**config.mk**
```make
export PLATFORM = sky130hd
export DESIGN_NAME = chan_req_encoder
export DESIGN_NICKNAME = d
export VERILOG_FILES = /design/src/rtl/chan_req_encoder.sv
export SDC_FILE = /design/constraint.sdc
export NUM_CORES = 1
export LEC_CHECK = 0
export CORE_MARGIN = 4
export CORE_UTILIZATION = 49
export DETAILED_ROUTE_END_ITERATION = 8
export PLACE_DENSITY = 0.84
export SLEW_MARGIN = 10
export SYNTH_ARGS = -nofsm -noshare
export SYNTH_HDL_FRONTEND = slang
export SYNTH_SLANG_ARGS = --single-unit
```
**constraint.sdc**
```tcl
create_clock -name clk -period 2.6 [get_ports clk]
set_input_delay 0.26 -clock clk [delete_from_list [all_inputs] [get_ports clk]]
set_output_delay 0.26 -clock clk [all_outputs]
set_load 0.05 [all_outputs]
```
**src/rtl/chan_req_encoder.sv**
```systemverilog
// Request-side driver for the 9-line channel interface.
// Queues channel requests, checks decoder acknowledges and retires them.
module chan_req_encoder #(
  parameter int GAP_CYCLES = 2,
  parameter int AGE_LIMIT  = 15
) (
  input  logic       clk,
  input  logic       rst,
  input  logic       Req_valid,
  input  logic [2:0] Req_Chan,
  output logic       Req_ready,
  input  logic       Ack,
  input  logic [3:0] Chan,
  output logic [8:0] I,
  output logic [7:0] Pending,
  output logic       Ack_err,
  output logic       Stall
);

  typedef enum logic [1:0] {
    IDLE,
    ASSERT,
    GAP
  } state_t;

  state_t     state_q, state_d;
  logic [7:0] p_q, p_d;
  logic [3:0] gap_q, gap_d;
  logic [7:0] age_q, age_d;
  logic       ack_err_q, ack_err_d;
  logic       stall_q, stall_d;

  logic       accept;
  logic       valid_ack;
  logic [2:0] top;

  always_comb begin
    top = 3'd0;
    for (int i = 0; i < 8; i++) begin
      if (p_q[i]) top = i[2:0];
    end
  end

  assign Req_ready = (p_q != 8'hFF) && !rst;
  assign accept    = Req_valid && Req_ready;
  assign valid_ack = (state_q == ASSERT) && Ack &&
                     (p_q != 8'h00) && (Chan == {1'b1, top});

  always_ff @(posedge clk) begin
    if (rst) begin
      state_q   <= IDLE;
      p_q       <= 8'h00;
      gap_q     <= 4'd0;
      age_q     <= 8'd0;
      ack_err_q <= 1'b0;
      stall_q   <= 1'b0;
    end else begin
      state_q   <= state_d;
      p_q       <= p_d;
      gap_q     <= gap_d;
      age_q     <= age_d;
      ack_err_q <= ack_err_d;
      stall_q   <= stall_d;
    end
  end

  always_comb begin
    state_d = state_q;
    case (state_q)
      IDLE: begin
        if ((p_q != 8'h00) || accept) state_d = ASSERT;
      end
      ASSERT: begin
        if (valid_ack) state_d = GAP;
      end
      GAP: begin
        if (gap_q == 4'd1) begin
          state_d = ((p_q != 8'h00) || accept) ? ASSERT : IDLE;
        end
      end
      default: state_d = IDLE;
    endcase
  end

  // Accept is applied after retire so a same-cycle re-request survives.
  always_comb begin
    p_d = p_q;
    if (valid_ack) p_d[top] = 1'b0;
    if (accept) p_d[Req_Chan] = 1'b1;

    gap_d = gap_q;
    if (valid_ack) begin
      gap_d = 4'(GAP_CYCLES);
    end else if (state_q == GAP && gap_q != 4'd0) begin
      gap_d = gap_q - 4'd1;
    end

    age_d = 8'd0;
    if (state_q == ASSERT && !valid_ack) begin
      age_d = (age_q == 8'hFF) ? age_q : age_q + 8'd1;
    end

    ack_err_d = Ack && !valid_ack;
    stall_d   = stall_q || (age_d == 8'(AGE_LIMIT));
  end

  always_comb begin
    I       = {state_q == ASSERT, ~p_q};
    Pending = p_q;
    Ack_err = ack_err_q;
    Stall   = stall_q;
  end

endmodule

```
==> results of run 1 <==
==> area by class of cell <==
type,count,area share [%]
clock buffer,3,1.296
clock inverter,1,1.728
inverter,12,2.592
multi-input combinational,123,46.15
sequential,24,27.65
tap,30,2.160
timing repair buffer,33,18.43
==> Yosys cell counts, types with 2 or more instances <==
| cell | instances |
|---|---|
| a211oi_1 | 5 |
| a21oi_1 | 10 |
| a31oi_1 | 2 |
| and3_1 | 3 |
| clkbuf_1 | 2 |
| dfxtp_1 | 24 |
| ha_1 | 3 |
| inv_1 | 12 |
| mux2i_1 | 2 |
| nand2_1 | 9 |
| nand2b_1 | 6 |
| nand3_1 | 6 |
| nand4_1 | 4 |
| nor2_1 | 9 |
| nor2b_1 | 3 |
| nor3_1 | 15 |
| nor3b_1 | 2 |
| nor4_1 | 4 |
| o211ai_1 | 2 |
| o21ai_0 | 9 |
| o31ai_1 | 2 |
| o32ai_1 | 4 |
| or2_2 | 2 |
| xnor2_1 | 2 |
| xor2_1 | 3 |
==> stage by stage <==
step / setup slack [ns] / instance area [um^2] / hold WS, ns / cells / total power, mW
after CTS: 0.3017 / 1738 / 0.4919 / 226 / 0.8476
after global placement: 0.4010 / 1685 / 0.4650 / 222 / 0.5741
after detailed placement: 0.3129 / 1685 / 0.4717 / 222 / 0.5789
after global routing: 0.1524 / 1738 / 0.5167 / 226 / 0.8828
final: 0.2822 / 1738 / 0.4957 / 226 / 0.8415
after floorplan: 0.1672 / 1358 / 0.3924 / 164 / 0.5153
==> worst max path at each step <==
stage                          start    endpoint  slack, ns  cells after the start
after floorplan           Pending[5]    gap_q[0]       0.17                      6
after global placement    Pending[4]       Stall       0.40                      5
after detailed placement  Pending[4]       Stall       0.31                      5
after CTS                 Pending[4]       Stall       0.30                      5
after global routing      Pending[4]  state_q[0]       0.15                      5
final                     Pending[5]       Stall       0.28                      5
==> cells in the final DEF, fill, tap and decap left out, types with 2 or more instances in the layout <==
cell type / instances
a211oi_1: 5
a21oi_1: 10
a31oi_1: 2
and3_1: 3
buf_4: 4
clkbuf_4: 3
clkdlybuf4s50_1: 29
dfxtp_1: 24
ha_1: 3
inv_1: 12
mux2i_1: 2
nand2_1: 9
nand2b_1: 6
nand3_1: 6
nand4_1: 4
nor2_1: 9
nor2b_1: 3
nor3_1: 15
nor3b_1: 2
nor4_1: 4
o211ai_1: 2
o21ai_0: 9
o31ai_1: 2
o32ai_1: 4
or2_2: 2
xnor2_1: 2
xor2_1: 3
==> power by group through the flow <==
stage               registers [mW]  clock network (mW)  logic [mW]
finish                       0.391               0.269       0.182
global route                 0.393               0.294       0.196
CTS                          0.390               0.276       0.182
detailed placement           0.399                   0       0.180
global placement             0.398                   0       0.176
floorplan                    0.413                   0       0.102
==> metal layers <==
layer	track usage, %	part of all wire [%]	vias up
met3	2.553	7.4	0
met1	29.57	46	635
met2	33.13	47	46
met4	5.882	0	0
met5	0	0	-
li1	-	-	671
==> sequential cells by signal (all words and copies together) (netlist names) <==
name,count
Stall,1
state_q,2
Ack_err,1
age_q,8
gap_q,4
Pending,8
==> worst register-to-register path, cell delays in order, from the launching register on <==
cell and delay (ns):
dfxtp_1 0.41, or4_4 0.57, or3_4 0.37, a21boi_4 0.17, a211oi_4 0.50, o32ai_1 0.18
==> cells by family after synthesis <==
group / share of synthesized area (%)
muxes: 2.304
AOI/OAI and AO/OA: 22.12
buffers and inverters: 5.530
and+or+nand+nor: 28.66
xor gates and xnor gates: 3.226
DFF: 35.39
adders and majority gates: 2.765
==> flow_metrics.env, run 1 <==
export IMPL_antenna_found_initial=0
export IMPL_fp_dieArea_mm2=0.003677
export IMPL_synthDistinctLibCells=44
export IMPL_first_pass_iters=4
export IMPL_worst_path_buf_inv=0
export IMPL_ys_ff_latch=24
export IMPL_reg2reg_depth=5
export IMPL_synth_area_leaders="dfxtp_1 35%, nor3_1 5.5%, a21oi_1 3.7%"
export IMPL_wl_per_cell_um=15.25
export IMPL_cts_setup_buffers=0
export IMPL_slowest_delay_ns=0.57
export IMPL_coreArea_mm2=0.002567
export IMPL_cts_resized=0
export IMPL_cts_buffers_inserted=3
export IMPL_min_to="Stall"
export IMPL_period_minus_slack_ns=2.318
export IMPL_finalHoldViolations=0
export IMPL_final_core_util_pct=67.69
export IMPL_die_y_um=60.64
export IMPL_synth_area_leader_cell="dfxtp_1"
export IMPL_seq_area_frac_synth_pct=35.39
export IMPL_synth_nets=178
export IMPL_num_vias=1352
export IMPL_final_setup_viol_count=0
export IMPL_power_frac_comb_pct=21.6
export IMPL_outcome="completed"
export IMPL_track_usage_pct=20.80
export IMPL_die_width_um=60.64
export IMPL_diodes=0
export IMPL_synth_area_mm2=0.001358
export IMPL_drive_gt1_share_pct=8.673
export IMPL_worstHoldPathType="reg2reg"
export IMPL_root_buffer="clkbuf_4"
export IMPL_cts_sinks=24
export IMPL_clock_latency_ns=0.31
export IMPL_pwr_share_seq_pct=46.4
export IMPL_drc=0
export IMPL_fillers=220
export IMPL_drt_initial_drc_count=62
export IMPL_viasPerCell=5.982
export IMPL_critical_path_slowest_cell="or4_4"
export IMPL_synth_top_cell_area_share_pct=35.39
export IMPL_start_kind="flop"
export IMPL_dp_final_hpwl_um=2652
export IMPL_start_util_pct=52.88
export IMPL_wl_um=3446
export IMPL_pin_count=31
export IMPL_seq_area_um2=480.5
export IMPL_setup_tns_ns=0
export IMPL_syn_inst=164
export IMPL_min_period_over_period_pct=89.14
export IMPL_p_clk_share_pct=32.0
export IMPL_synth_edff_count=0
export IMPL_whs_path_depth=2
export IMPL_crit_required_ns=2.79
export IMPL_nets=211
export IMPL_overflow=0
export IMPL_antenna_left=0
export IMPL_grt_max_degree=15
export IMPL_grt_pass1_wl_um=5844
export IMPL_ys_flop_type="dfxtp_1"
export IMPL_swShare_pct=27.97
export IMPL_path_cells="or4_4, or3_4, a21boi_4, a211oi_4, o32ai_1"
export IMPL_rsz0062_at_grt="false"
export IMPL_worst_pin_slew_ns=0.6002
export IMPL_clk_path_buf_depth=2
export IMPL_htreeDepth=1
export IMPL_postSynthAreaPerCell_um2=8.278
export IMPL_multi_input_area_um2=802.0
export IMPL_ys_async_sr_fraction_pct=0
export IMPL_worst_ep_arrival_time_ns=2.51
export IMPL_cts_hold_buf=0
export IMPL_clk_pin_slew_worst_paths_ns=0.14
export IMPL_rrSetupSlack_ns=0.28
export IMPL_path_class="reg2reg"
export IMPL_netSwitchingPower_uw=235.4
export IMPL_p_int_uw=606.1
export IMPL_path_delay_family="simple AND/OR/NAND/NOR gates"
export IMPL_maxCapViolations=0
export IMPL_reg2reg_from="Pending[5]"
export IMPL_port_buffers=30
export IMPL_drv_slew=0
export IMPL_ir_worst_vdd_mv=0.3084
export IMPL_finClkSkew_ns=0.003431
export IMPL_p_leak_nw=0.5839
export IMPL_timing_rr_end="Stall"
export IMPL_yosys_warnings=0
export IMPL_syn_to_final_growth_pct=28.02
export IMPL_clock_fmax_ghz=0.4315
export IMPL_rows=18
export IMPL_min_from="Stall"
export IMPL_cts_tree="yes"
export IMPL_critPathMaxFanout=14
export IMPL_grt_pass1_vias=1283
export IMPL_crit_path_end_kind="flop"
export IMPL_place_congestion=0.8991
export IMPL_slew_headroom_pct=59.57
export IMPL_p_per_area_mw_per_mm2=484.2
Power figures use the tool's default switching activity.
==> run 2, diff against run 1 <==
--- a/config.mk
+++ b/config.mk
@@ -8,7 +8,7 @@
 export CORE_MARGIN = 4
 export CORE_UTILIZATION = 49
 export DETAILED_ROUTE_END_ITERATION = 8
-export PLACE_DENSITY = 0.84
+export PLACE_DENSITY = 0.89
 export SLEW_MARGIN = 10
 export SYNTH_ARGS = -nofsm -noshare
 export SYNTH_HDL_FRONTEND = slang
==> run 2 against run 1 <==
Compared with the run above:
- total power shrank 0.37%
- maximum frequency shrank 2.8%
- setup slack lost 0.066 ns
- hold slack gained 0.067 ns
- design area shrank 0.86%
- routed wire length grew 7.0%
- register-to-register slack lost 0.07 ns
- clock power is essentially flat
- core utilization shrank 0.58 points
- sequential cell count is the same
- clock-buffer cell count is the same
==> flow_metrics.env, run 2 (synthesis results as in run 1) <==
export IMPL_outcome="completed"
export IMPL_drc=0
export IMPL_start_util_pct=52.88
export IMPL_worst_ep_arrival_time_ns=2.56
export IMPL_place_congestion=0.9431
export IMPL_setup_tns_ns=0
export IMPL_ir_worst_vdd_mv=0.3780
export IMPL_whs_path_depth=2
export IMPL_wl_um=3686
export IMPL_cts_tree="yes"
export IMPL_worstHoldPathType="in2reg"
export IMPL_slew_headroom_pct=43.87
export IMPL_root_buffer="clkbuf_4"
export IMPL_viasPerCell=6.321
export IMPL_grt_pass1_wl_um=6244
export IMPL_crit_required_ns=2.78
export IMPL_crit_path_end_kind="flop"
export IMPL_die_width_um=60.64
export IMPL_min_period_over_period_pct=91.69
export IMPL_clock_fmax_ghz=0.4195
export IMPL_track_usage_pct=22.41
export IMPL_rows=18
export IMPL_drt_initial_drc_count=64
export IMPL_antenna_found_initial=0
export IMPL_dp_final_hpwl_um=2513
export IMPL_drive_gt1_share_pct=7.732
export IMPL_rsz0062_at_grt="false"
export IMPL_final_cell_mix="29 x clkdlybuf4s50_1, 24 x dfxtp_1, 15 x nor3_1, 12 x inv_1, 10 x a21oi_1"
export IMPL_hold_slack_ns=0.5626
export IMPL_antenna_left=0
export IMPL_overflow=0
export IMPL_port_buffers=30
export IMPL_clock_latency_ns=0.32
export IMPL_period_minus_slack_ns=2.384
export IMPL_drv_slew=0
export IMPL_timing_rr_end="Stall"
export IMPL_cts_hold_buf=0
export IMPL_maxCapViolations=0
export IMPL_worst_pin_slew_ns=0.8355
export IMPL_clk_path_buf_depth=2
export IMPL_finalHoldViolations=0
export IMPL_htreeDepth=1
export IMPL_min_to="Ack_err"
export IMPL_finClkSkew_ns=0.006629
export IMPL_slowest_delay_ns=0.59
export IMPL_cts_resized=0
export IMPL_cts_setup_buffers=0
export IMPL_start_kind="flop"
export IMPL_first_pass_iters=4
export IMPL_critical_path_slowest_cell="or4_4"
export IMPL_reg2reg_from="Pending[4]"
export IMPL_wl_per_cell_um=16.46
export IMPL_crit_start="Pending[4]"
export IMPL_p_leak_nw=0.5736
export IMPL_coreArea_mm2=0.002567
export IMPL_diodes=0
export IMPL_grt_max_degree=20
export IMPL_grt_pass1_vias=1341
export IMPL_critPathMaxFanout=14
export IMPL_p_per_area_mw_per_mm2=486.6
export IMPL_fp_dieArea_mm2=0.003677
export IMPL_min_from="Ack"
export IMPL_path_class="reg2reg"
export IMPL_die_y_um=60.64
export IMPL_num_vias=1416
export IMPL_fillers=233
export IMPL_pin_count=31
export IMPL_rrSetupSlack_ns=0.22
export IMPL_syn_to_final_growth_pct=26.91
export IMPL_cts_buffers_inserted=3
export IMPL_nets=209
export IMPL_reg2reg_depth=5
export IMPL_cts_sinks=24
export IMPL_final_common_cell="clkdlybuf4s50_1"
export IMPL_path_cells="or4_4, or3_4, a21boi_4, a211oi_4, o32ai_1"
export IMPL_clk_pin_slew_worst_paths_ns=0.13
export IMPL_final_setup_viol_count=0
## run 2: area by class of cell
cell class | instances | area, um^2 | share of cell area (%)
tap | 30 | 37.54 | 2.179
sequential | 24 | 480.5 | 27.89
clock inverter | 1 | 30.03 | 1.743
clock buffer | 3 | 22.52 | 1.307
multi-input combinational | 123 | 802.0 | 46.55
timing repair buffer | 31 | 305.3 | 17.72
inverter | 12 | 45.04 | 2.614
## run 2: worst max-delay path, delay by kind of cell, from the launching register on
family | cells | cell delay (ns)
compound gates | 3 | 0.89
flops | 1 | 0.39
simple gates | 2 | 0.96
## run 2: power by group
| group | total (mW) | switching [mW] | internal [mW] |
|---|---|---|---|
| Clock | 0.269 | 0.113 | 0.156 |
| Combinational | 0.179 | 0.112 | 0.0668 |
| Sequential | 0.391 | 0.0118 | 0.379 |
| Total | 0.838 | 0.237 | 0.602 |
## run 2: metal layers
metal	routed length [um]	track usage (%)	vias to the layer above
met5	0	0	-
met4	124	9.907	0
met3	189	4.468	19
met2	1797	37.25	46
met1	1574	28.03	681
li1	-	-	670
## run 2: metrics by stage
| stage | cells | worst slack [ns] | instance area (um^2) | utilization (%) | total power, mW |
|---|---|---|---|---|---|
| 3_5_place_dp | 220 | 0.3272 | 1670 | 65.06 | 0.5710 |
| 3_3_place_gp | 220 | 0.4002 | 1670 | 65.06 | 0.5681 |
| 5_1_grt | 224 | 0.1140 | 1723 | 67.11 | 0.8740 |
| 2_1_floorplan | 164 | 0.1672 | 1358 | - | 0.5153 |
| 4_1_cts | 224 | 0.2395 | 1723 | 67.11 | 0.8399 |
| 6_report | 224 | 0.2161 | 1723 | 67.11 | 0.8384 |
## run 2: worst max path at each step
stage                to  slack (ns)  depth (start not counted)
2_1_floorplan  gap_q[0]        0.17                          6
3_3_place_gp      Stall        0.40                          5
3_5_place_dp      Stall        0.33                          5
4_1_cts           Stall        0.24                          5
5_1_grt           Stall        0.11                          5
6_report          Stall        0.22                          5
==> run 3, diff against run 2 <==
--- a/config.mk
+++ b/config.mk
@@ -5,10 +5,12 @@
 export SDC_FILE = /design/constraint.sdc
 export NUM_CORES = 1
 export LEC_CHECK = 0
+export ABC_AREA = 0
 export CORE_MARGIN = 4
 export CORE_UTILIZATION = 49
 export DETAILED_ROUTE_END_ITERATION = 8
 export PLACE_DENSITY = 0.89
+export RECOVER_POWER = 100
 export SLEW_MARGIN = 10
 export SYNTH_ARGS = -nofsm -noshare
 export SYNTH_HDL_FRONTEND = slang
==> run 3 against run 2 <==
Compared with the run above:
- core utilization is 0.34 points lower
- clock-buffer cell count unchanged
- non-clock buffer count unchanged
- die area is the same
- critical path type unchanged
- highest routed layer unchanged
- clock skew grew 0.0036 ns
- via count fell by 0.14%
- routed wire length is 0.87% higher
- maximum frequency is 1.0% lower
==> flow_metrics.env, run 3 (synthesis results as in run 1) <==
export IMPL_rrSetupSlack_ns=0.19
export IMPL_cts_setup_buffers=0
export IMPL_viasPerCell=6.313
export IMPL_min_from="Ack"
export IMPL_drt_initial_drc_count=73
export IMPL_antenna_left=0
export IMPL_crit_path_end_kind="flop"
export IMPL_first_pass_iters=4
export IMPL_cts_sinks=24
export IMPL_outcome="completed"
export IMPL_path_delay_family="simple AND/OR/NAND/NOR gates"
export IMPL_final_setup_viol_count=0
export IMPL_slew_headroom_pct=42.51
export IMPL_cts_resized=0
export IMPL_rows=18
export IMPL_critPathMaxFanout=14
export IMPL_finalHoldViolations=0
export IMPL_overflow=0
export IMPL_ir_worst_vdd_mv=0.3751
export IMPL_die_y_um=60.64
export IMPL_place_congestion=0.9431
export IMPL_p_per_area_mw_per_mm2=487.7
export IMPL_cts_buffers_inserted=3
export IMPL_maxCapViolations=0
export IMPL_cp_num_cells=5
export IMPL_coreArea_mm2=0.002567
export IMPL_whs_path_depth=2
export IMPL_path_class="reg2reg"
export IMPL_crit_start="Pending[4]"
export IMPL_track_usage_pct=22.41
export IMPL_root_buffer="clkbuf_4"
export IMPL_drc=0
export IMPL_final_common_cell="dfxtp_1"
export IMPL_num_vias=1414
export IMPL_start_kind="flop"
export IMPL_worst_path_buf_inv=0
export IMPL_wl_per_cell_um=16.60
export IMPL_worstHoldPathType="in2reg"
export IMPL_nets=209
export IMPL_syn_to_final_growth_pct=26.27
export IMPL_final_cell_mix="24 x dfxtp_1, 19 x dlygate4sd3_1, 15 x nor3_1, 12 x inv_1"
export IMPL_crit_required_ns=2.78
export IMPL_grt_pass1_wl_um=6244
export IMPL_diodes=0
export IMPL_pin_count=31
export IMPL_antenna_found_initial=0
export IMPL_clk_pin_slew_worst_paths_ns=0.14
export IMPL_clock_fmax_ghz=0.4153
export IMPL_cts_tree="yes"
export IMPL_rsz0062_at_grt="false"
export IMPL_final_core_util_pct=66.76
export IMPL_dp_final_hpwl_um=2513
export IMPL_slowest_delay_ns=0.59
export IMPL_min_period_over_period_pct=92.62
export IMPL_cts_hold_buf=0
export IMPL_htreeDepth=1
export IMPL_fp_dieArea_mm2=0.003677
export IMPL_p_leak_nw=0.5789
export IMPL_clk_path_buf_depth=2
export IMPL_worst_pin_slew_ns=0.8558
export IMPL_path_cells="or4_4, or3_1, a21boi_4, a211oi_4, o32ai_1"
export IMPL_wl_um=3718
export IMPL_drv_slew=0
export IMPL_drive_gt1_share_pct=6.186
export IMPL_clock_latency_ns=0.32
export IMPL_reg2reg_depth=5
export IMPL_critical_path_slowest_cell="or4_4"
export IMPL_period_minus_slack_ns=2.408
export IMPL_worst_ep_arrival_time_ns=2.59
export IMPL_grt_max_degree=20
export IMPL_port_buffers=30
export IMPL_setup_tns_ns=0
export IMPL_die_width_um=60.64
export IMPL_finClkSkew_ns=0.01025
export IMPL_reg2reg_from="Pending[4]"
export IMPL_start_util_pct=52.88
export IMPL_hold_slack_ns=0.5548
export IMPL_grt_pass1_vias=1341
-- run 3: changes by cell type in the layout (fill, tap and decap cells not counted), sizes merged --
cell and change:
clkdlybuf4s50 -19, dlygate4sd3 +19, buf -1, clkbuf +1
-- run 3: worst paths after layout --
check | end
max | Stall
min | Ack_err
max reg2reg | Stall
min reg2reg | Pending[1]
-- run 3: through the flow --
step	std cells	area, um^2	total power [mW]	setup WS [ns]
global placement	220	1670	0.5681	0.4002
floorplan	164	1358	0.5153	0.1672
global route	224	1714	0.8672	0.06594
CTS	224	1723	0.8399	0.2395
finish	224	1714	0.8360	0.1919
detailed placement	220	1670	0.5710	0.3272
-- run 3: worst reg2reg max path, stage by stage, from the launching register on --
cell,delay [ns]
dfxtp_1,0.39
or4_4,0.59
or3_1,0.40
a21boi_4,0.19
a211oi_4,0.48
o32ai_1,0.23
-- run 3: final cells by class --
class | count | area (um^2)
clock inverter | 1 | 30.03
clock buffer | 3 | 22.52
multi-input combinational | 123 | 797.0
inverter | 12 | 45.04
sequential | 24 | 480.5
tap | 30 | 37.54
timing repair buffer | 31 | 301.5
fill | 236 | 853.3
-- run 3: power by group --
group	internal, mW	switching [mW]
Combinational	0.0608	0.112
Clock	0.156	0.117
Sequential	0.379	0.0116
-- run 3: routing by layer --
| layer | GRT usage, % | up-vias | wire [um] |
|---|---|---|---|
| met1 | 28.03 | 676 | 1592 |
| met2 | 37.25 | 47 | 1812 |
| met3 | 4.468 | 20 | 177 |
| met4 | 9.907 | 0 | 135 |
| met5 | 0 | - | 0 |
| li1 | - | 671 | - |
